<file path="src/rtl/tmds_pkg.sv">
// Shared TMDS symbol constants and types for the serializer slice.
package tmds_pkg;

  localparam int unsigned SYM_W_DEF = 10;

  typedef logic [SYM_W_DEF-1:0] sym_t;

  // Five ones then five zeros: one pixel-clock period per symbol time
  localparam sym_t TMDS_CLK_PATTERN = 10'b0000011111;

  localparam sym_t TMDS_CTRL_00 = 10'b1101010100;
  localparam sym_t TMDS_CTRL_01 = 10'b0010101011;
  localparam sym_t TMDS_CTRL_10 = 10'b0101010100;
  localparam sym_t TMDS_CTRL_11 = 10'b1010101011;

endpackage

</file>
<file path="src/rtl/tmds_lane_shift.sv">
// One serializer lane: symbol shift register, polarity swap and output register.
module tmds_lane_shift
  import tmds_pkg::*;
#(
  parameter int unsigned SYM_W   = SYM_W_DEF,
  parameter int unsigned OUT_W   = 2,
  parameter logic [SYM_W-1:0] RST_SYM = '0
) (
  input  logic             clk,
  input  logic             rst_n,
  input  logic             advance,
  input  logic             load,
  input  logic [SYM_W-1:0] load_sym,
  input  logic             invert,
  output logic [OUT_W-1:0] out_p
);

  logic [SYM_W-1:0] shift;

  // Shift out OUT_W bits per clock, reload on the boundary, freeze on slip
  always_ff @(posedge clk or negedge rst_n) begin
    if (!rst_n) begin
      shift <= RST_SYM;
    end else if (advance) begin
      if (load) begin
        shift <= load_sym;
      end else begin
        shift <= shift >> OUT_W;
      end
    end
  end

  // Register the low bits with optional polarity swap; repeat during slip
  always_ff @(posedge clk or negedge rst_n) begin
    if (!rst_n) begin
      out_p <= '0;
    end else if (advance) begin
      out_p <= shift[OUT_W-1:0] ^ {OUT_W{invert}};
    end
  end

endmodule

</file>
<file path="src/rtl/tmds_serializer.sv">
// Multi-lane TMDS serializer: beat counter, one-entry holding buffer,
// handshake, underrun tracking and per-lane shift registers.
module tmds_serializer
  import tmds_pkg::*;
#(
  parameter int unsigned LANES       = 4,
  parameter int unsigned SYM_W       = SYM_W_DEF,
  parameter int unsigned OUT_W       = 2,
  parameter bit          CLK_LANE_EN = 1'b1,
  parameter logic [SYM_W-1:0] IDLE_SYM = SYM_W'(TMDS_CTRL_00)
) (
  input  logic                   clk,
  input  logic                   rst_n,
  input  logic [LANES*SYM_W-1:0] sym_data,
  input  logic                   sym_valid,
  output logic                   sym_ready,
  input  logic                   slip,
  input  logic [LANES-1:0]       invert,
  output logic                   underrun,
  input  logic                   underrun_clr,
  output logic [LANES*OUT_W-1:0] out_p,
  output logic [LANES*OUT_W-1:0] out_n
);

  localparam int unsigned BEATS = SYM_W / OUT_W;
  localparam int unsigned CNT_W = (BEATS > 1) ? $clog2(BEATS) : 1;
  localparam logic [CNT_W-1:0] LAST_BEAT = CNT_W'(BEATS - 1);
  localparam logic [SYM_W-1:0] CLK_SYM = SYM_W'(TMDS_CLK_PATTERN);

  logic [CNT_W-1:0]       cnt;
  logic                   hold_full;
  logic [LANES*SYM_W-1:0] hold;
  logic                   do_load;
  logic                   xfer;
  logic                   use_idle;

  assign sym_ready = ~hold_full;
  assign xfer      = sym_valid & ~hold_full;
  assign do_load   = (cnt == LAST_BEAT) & ~slip;
  assign use_idle  = ~hold_full & ~sym_valid;

  // Beat counter; a slip freezes it so the boundary moves one clock later
  always_ff @(posedge clk or negedge rst_n) begin
    if (!rst_n) begin
      cnt <= '0;
    end else if (!slip) begin
      cnt <= (cnt == LAST_BEAT) ? '0 : cnt + CNT_W'(1);
    end
  end

  // Holding buffer: drained on every load beat, filled by off-boundary transfers
  always_ff @(posedge clk or negedge rst_n) begin
    if (!rst_n) begin
      hold_full <= 1'b0;
      hold      <= '0;
    end else if (do_load) begin
      hold_full <= 1'b0;
    end else if (xfer) begin
      hold_full <= 1'b1;
      hold      <= sym_data;
    end
  end

  // Sticky underrun; clear beats a same-cycle set
  always_ff @(posedge clk or negedge rst_n) begin
    if (!rst_n) begin
      underrun <= 1'b0;
    end else if (underrun_clr) begin
      underrun <= 1'b0;
    end else if (do_load && use_idle) begin
      underrun <= 1'b1;
    end
  end

  for (genvar l = 0; l < LANES; l++) begin : g_lane
    localparam bit IS_CLK = CLK_LANE_EN && (l == LANES - 1);
    localparam logic [SYM_W-1:0] RST_SYM = IS_CLK ? CLK_SYM : IDLE_SYM;

    logic [SYM_W-1:0] lane_sym;

    if (IS_CLK) begin : g_clk
      assign lane_sym = CLK_SYM;
    end else begin : g_data
      // Load source priority: held symbol, then bypass, then idle token
      always_comb begin
        lane_sym = IDLE_SYM;
        if (hold_full) begin
          lane_sym = hold[l*SYM_W +: SYM_W];
        end else if (sym_valid) begin
          lane_sym = sym_data[l*SYM_W +: SYM_W];
        end
      end
    end

    tmds_lane_shift #(
      .SYM_W   (SYM_W),
      .OUT_W   (OUT_W),
      .RST_SYM (RST_SYM)
    ) u_lane (
      .clk      (clk),
      .rst_n    (rst_n),
      .advance  (~slip),
      .load     (do_load),
      .load_sym (lane_sym),
      .invert   (invert[l]),
      .out_p    (out_p[l*OUT_W +: OUT_W])
    );
  end

  assign out_n = ~out_p;

endmodule

</file>
<file path="config.mk">
export PLATFORM = sky130hd
export DESIGN_NAME = tmds_serializer
export DESIGN_NICKNAME = d
export VERILOG_FILES = /design/src/rtl/tmds_pkg.sv /design/src/rtl/tmds_lane_shift.sv /design/src/rtl/tmds_serializer.sv
export SDC_FILE = /design/constraint.sdc
export NUM_CORES = 1
export LEC_CHECK = 0
export CAP_MARGIN = 20
export CORE_MARGIN = 2
export CORE_UTILIZATION = 47
export DETAILED_ROUTE_END_ITERATION = 7
export PLACE_DENSITY = 0.79
export SYNTH_ARGS = -nofsm -noshare
export SYNTH_HDL_FRONTEND = slang
export SYNTH_SLANG_ARGS = --single-unit
</file>
<file path="constraint.sdc">
create_clock -name clk -period 1.4 [get_ports clk]
set_input_delay 0.14 -clock clk [delete_from_list [all_inputs] [get_ports clk]]
set_output_delay 0.14 -clock clk [all_outputs]
set_load 0.1 [all_outputs]
</file>
Yosys cells after proc, flatten, opt, wreduce, memory -nomap -nowiden
Cells that the tools add are included. W data, S select, Z words.

Output and inout port bits: 18. Bits of input ports: 49. Word-level logic and storage cells: 45. Register bits after elaboration: 83.

Equality and inequality tests: 1. Add/subtract/negate cells: 1. Mux-type cells: 15. Reductions and logical operators: 4. Bitwise logic cells: 12.

Operators by type and width (number): $mux W10 (9); $mux W8 (1); $not A8 Y8 (1); $xor A2 B2 Y2 (4); $mux W1 (4); $not A1 Y1 (4); $reduce_bool A2 Y1 (2); $add A3 B1 Y3 const B (1); $and A1 B1 Y1 (3); $eq A3 B3 Y1 const B (1); $mux W3 (1); $reduce_and A2 Y1 (1); $logic_and A1 B1 Y1 (1).

Longest topological paths before layout
Depth in word-level cells: 5. Mapped depth: 7. Depth with buffers taken out: 5.

By module
Synthesis repeated with hierarchy kept, for this count alone.

Cells, all modules: 343. Area total of the unflattened synthesis: 4007.6 um^2.

By module, submodules not included: tmds_lane_shift (cells each 51, area each 543.0 um^2, instances 4, seq. area each 306.5 um^2); tmds_serializer (cells each 139, area each 1835.5 um^2, instances 1, seq. area each 875.8 um^2).

Worst setup path before layout
Ideal clock, no wire load.

Path kind: register -> output. Start: register g_lane[0].u_lane.out_p[0]. End: output port out_n[0]. Arrival time: 1.582 ns. Path slack: -0.322 ns. Required time: 1.260 ns. Stages on the path, launching flop included: 2. Path buffers: 0. Cells stage by stage: dfrtp_1 inv_1.

Word-level cells in the longest chain between the ends: 1.

RTL lines: start: declaration (RTL line tmds_lane_shift.sv:15) `output logic [OUT_W-1:0] out_p`; start signal: assignment (RTL line tmds_lane_shift.sv:38) `out_p <= shift[OUT_W-1:0] ^ {OUT_W{invert}};`; $not A8 Y8 (RTL line tmds_serializer.sv:110) `assign out_n = ~out_p;`; end: declaration (RTL line tmds_serializer.sv:22) `output logic [LANES*OUT_W-1:0] out_n`.

Every way passes these cells.

Worst setup path in the final report
Start: register cnt[0]. End: register hold[16].

Word-level cells in the longest chain between the ends: 4.

RTL lines: start: declaration (RTL line tmds_serializer.sv:30) `logic [CNT_W-1:0] cnt;`; start signal: assignment (RTL line tmds_serializer.sv:47) `cnt <= (cnt == LAST_BEAT) ? '0 : cnt + CNT_W'(1);`; $eq A3 B3 Y1 (RTL line tmds_serializer.sv:39) `assign do_load = (cnt == LAST_BEAT) & ~slip;`; $and A1 B1 Y1 (RTL line tmds_serializer.sv:39); $not A1 Y1 (no line); $reduce_and A2 Y1 (no line); end signal: assignment (RTL line tmds_serializer.sv:60) `hold <= sym_data;`; end: declaration (RTL line tmds_serializer.sv:32) `logic [LANES*SYM_W-1:0] hold;`.

Every way passes these cells. A chain may end at the register's enable or synchronous reset.

==> results by group <==
Synthesis
  – Yosys reg bits: 76
  – Post-synth top area cell: dfrtp_1
  – Post-synthesis xor/xnor area fraction: 1.95%
  – Synth cell types: 29
  – Mapped Avg Cell Area: 11.7 um^2
  – Prevailing post-synth register cell: dfrtp_1
  – Yosys top cell area share: 40.3%
  – Synthesized-area fraction occupied by adder cells: 0.695%
  – Ys async rst share: 100%
  – Syn nets: 358
  – Synth Area in Simple Gates: 9.59%
  – Synth warnings: 0
  – Syn Inst Count: 307
  – Area contributors post-synth: dfrtp_1 (40%), dfstp_2 (13%), mux2_4 (13%)
  – Number of synthesized flops with an enable pin: 0
  – Compound-cell area share of the yosys netlist: 15.2%
  – Cell Area, Synth: 3600 um^2
  – Largest family of logic cells by synthesized area: compound AO/OA/AOI/OAI gates
  – Post-synthesis sequential area ratio: 53.4%
  – Multiplexer share of the synthesized area: 12.8%

Power and ir drop
  – Internal power: 6.33 mW
  – Sequential group share of total power: 37.6%
  – Clock power share: 16.7%
  – Sw frac: 38.8%
  – Logic pwr share: 45.8%
  – NetSw: 4.01 mW
  – VDD IR-drop max: 0.794 mV
  – PwrDens: 2080 nW/um^2
  – Leak: 2.15 nW

CTS
  – Total CTS buffers: 9
  – Sink Count: 76
  – Max clock buf depth: 2
  – Skew-Pair Late Insertion Delay: 0.36 ns
  – Clock transition at path regs: 0.07 ns
  – CTS tree: yes
  – Clock Tree Root: clkbuf_8
  – H-tree Lvls: 3

Setup path
  – Crit path kind: reg2reg
  – CP Cell Sequence: inv_2 -> ha_4 -> nand3b_4 -> nand2_8 -> clkbuf_16 -> mux2_4
  – CP top delay family: flip-flops
  – CP Launch Type: flop
  – Crit-path max FO: 5
  – Setup crit end kind: flop
  – CP max stage delay: 0.40 ns
  – Buf+Inv Stages, Crit Path: 2
  – Worst Path Required: 1.65 ns
  – CP arrival: 1.71 ns
  – Slowest-stage cell, CP: dfrtp_1

Global routing
  – Gr ovfl total: 0
  – Largest net degree at the start of global routing: 82
  – Vias in the first global route: 2623
  – GRT Overall Usage: 19.6%
  – Initial antenna violation count: 0
  – First-pass GRT wire length: 12900 um

Die
  – Starting Density: 49.1%
  – Full die area: 8380 um^2
  – Core region area: 7330 um^2
  – Rows: 31
  – Die X: 91.5 um
  – Die Height: 91.5 um
  – I/O pin count: 67

Flow run
  – Max_cap viols: 0

Timing
  – Max_slew headroom: 73.7%
  – Final Hold Fails: 0
  – Tmin final: 1.46 ns
  – Final Cycle Share: 105%
  – Max Fclk: 0.683 GHz
  – RSZ-0062 raised after global routing: true
  – Worst-margin pin slew: 0.394 ns
  – Final Skew: 0.0106 ns
  – Slew Limit Fails: 0
  – Final TNS setup: -1.33 ns
  – Final setup viols: 32
  – Final worst setup slack: -0.0643 ns

Routing
  – Wire per inst: 16.7 um
  – DRT Pass-1 Iters: 4
  – Vias per cell: 5.42
  – Vias: 2590
  – Final wirelength: 7990 um
  – Final ANT Viol Nets: 0
  – 1st-iter DRT viols: 151
  – DRC violations left: 0

Layout
  – Most frequent cells in the layout: dfrtp_1 (50), nand2_1 (36), clkdlybuf4s50_1 (36)
  – Final nets: 425
  – Commonest non-fill, non-tap cell in the layout: dfrtp_1
  – Share of cells above drive strength 1: 38.0%
  – Area delta synth->final: 38.3%
  – Fin area: 4980 um^2
  – # diodes: 0
  – Final std cells w/o fill: 478

Place
  – Hpwl dp: 4870 um
  – Placed Area: 4540 um^2
  – Placed Cells: 455
  – Final RePlAce weighted congestion: 0.742
  – Buffers added on ports: 56

Outcome
  – Failing checks: negative setup slack
  – Run status: finished, violations left

Min path
  – Worst Hold Class: in2reg
-- power groups by stage --
stage                     combinational (mW)  sequential [mW]  clock (mW)
final                                   4.74             3.88        1.72
after global routing                    5.03             3.99        1.83
after CTS                               4.59             3.84        1.73
after detailed placement                4.50             3.86           0
after global placement                  4.37             3.81           0
after floorplan                         2.56             4.30           0
-- timing repair --
action,CTS,global route
pin swaps,0,1
hold buffers,1,0
setup endpoints to repair,29,53
endpoints found under the hold margin,58,0
setup buffers,2,1
gates resized for setup,7,18
cloned,1,2
-- layer usage --
metal	part of all wire, %	GRT usage, %
met1	46	26.6
met5	0	0
met2	49	30.5
met3	4.3	4.73
met4	1.3	7.07
-- sequential cells by signal, indices dropped and copies added (netlist names) --
signal / cells
cnt: 3
g_lane.u_lane.out_p: 8
g_lane.u_lane.shift: 33
hold: 30
hold_full: 1
underrun: 1
-- final cells by class --
class / instances / area (um^2)
sequential: 76 / 1950
fill: 514 / 2350
multi-input combinational: 197 / 1570
clock inverter: 4 / 47.5
clock buffer: 12 / 155
timing repair buffer: 79 / 1060
tap: 99 / 124
inverter: 11 / 71.3
-- final timing paths --
check / start / to / slack, ns / cells after the start
max: cnt[0]$_DFFE_PN0N_ / hold[16]$_DFFE_PN0P_ / -0.06 / 6
min in group asynchronous: rst_n / g_lane[1].u_lane.out_p[0]$_DFFE_PN0N_ / 0.33 / 3
max in group asynchronous: rst_n / g_lane[0].u_lane.shift[6]$_DFFE_PN1N_ / 0.71 / 3
max reg2reg: cnt[0]$_DFFE_PN0N_ / hold[16]$_DFFE_PN0P_ / -0.06 / 6
min reg2reg: g_lane[0].u_lane.shift[5]$_DFFE_PN0N_ / g_lane[0].u_lane.shift[5]$_DFFE_PN0N_ / 0.48 / 2
min: slip / g_lane[3].u_lane.shift[3]$_DFFE_PN1N_ / 0.27 / 4
-- cell families (layout without fill, tap and decap cells) --
| family | after synthesis | after routing |
|---|---|---|
| compound gates | 82 | 82 |
| flops | 76 | 76 |
| fa+ha+maj | 2 | 2 |
| simple gates | 74 | 74 |
| mux | 31 | 31 |
| buf+inv | 34 | 106 |
| xor+xnor | 8 | 8 |
-- metrics by stage --
stage | utilization, % | hold slack (ns) | total power, mW | setup WS (ns)
floorplan | - | -0.156 | 6.86 | -0.0199
global placement | 61.9 | 0.187 | 8.18 | -0.0972
detailed placement | 61.9 | 0.190 | 8.36 | -0.179
CTS | 65.8 | 0.257 | 10.2 | -0.0449
global route | 67.9 | 0.297 | 10.9 | -0.105
finish | 67.9 | 0.268 | 10.3 | -0.0643
-- cell usage after synthesis, types with 8 or more instances --
library cell / number
o221ai_1: 9
nand2_1: 36
dfrtp_1: 58
dfstp_2: 18
nor2_1: 22
o21ai_0: 17
a221oi_1: 15
a21oi_1: 19
nor2b_1: 9
mux2_4: 30
o31ai_1: 15
inv_1: 11
xnor2_1: 8
-- worst register-to-register path, stage by stage, from the launching register on --
cell	delay, ns
dfrtp_1	0.40
inv_2	0.07
ha_4	0.16
nand3b_4	0.11
nand2_8	0.14
clkbuf_16	0.18
mux2_4	0.30
(Power assumes the default switching activity.)
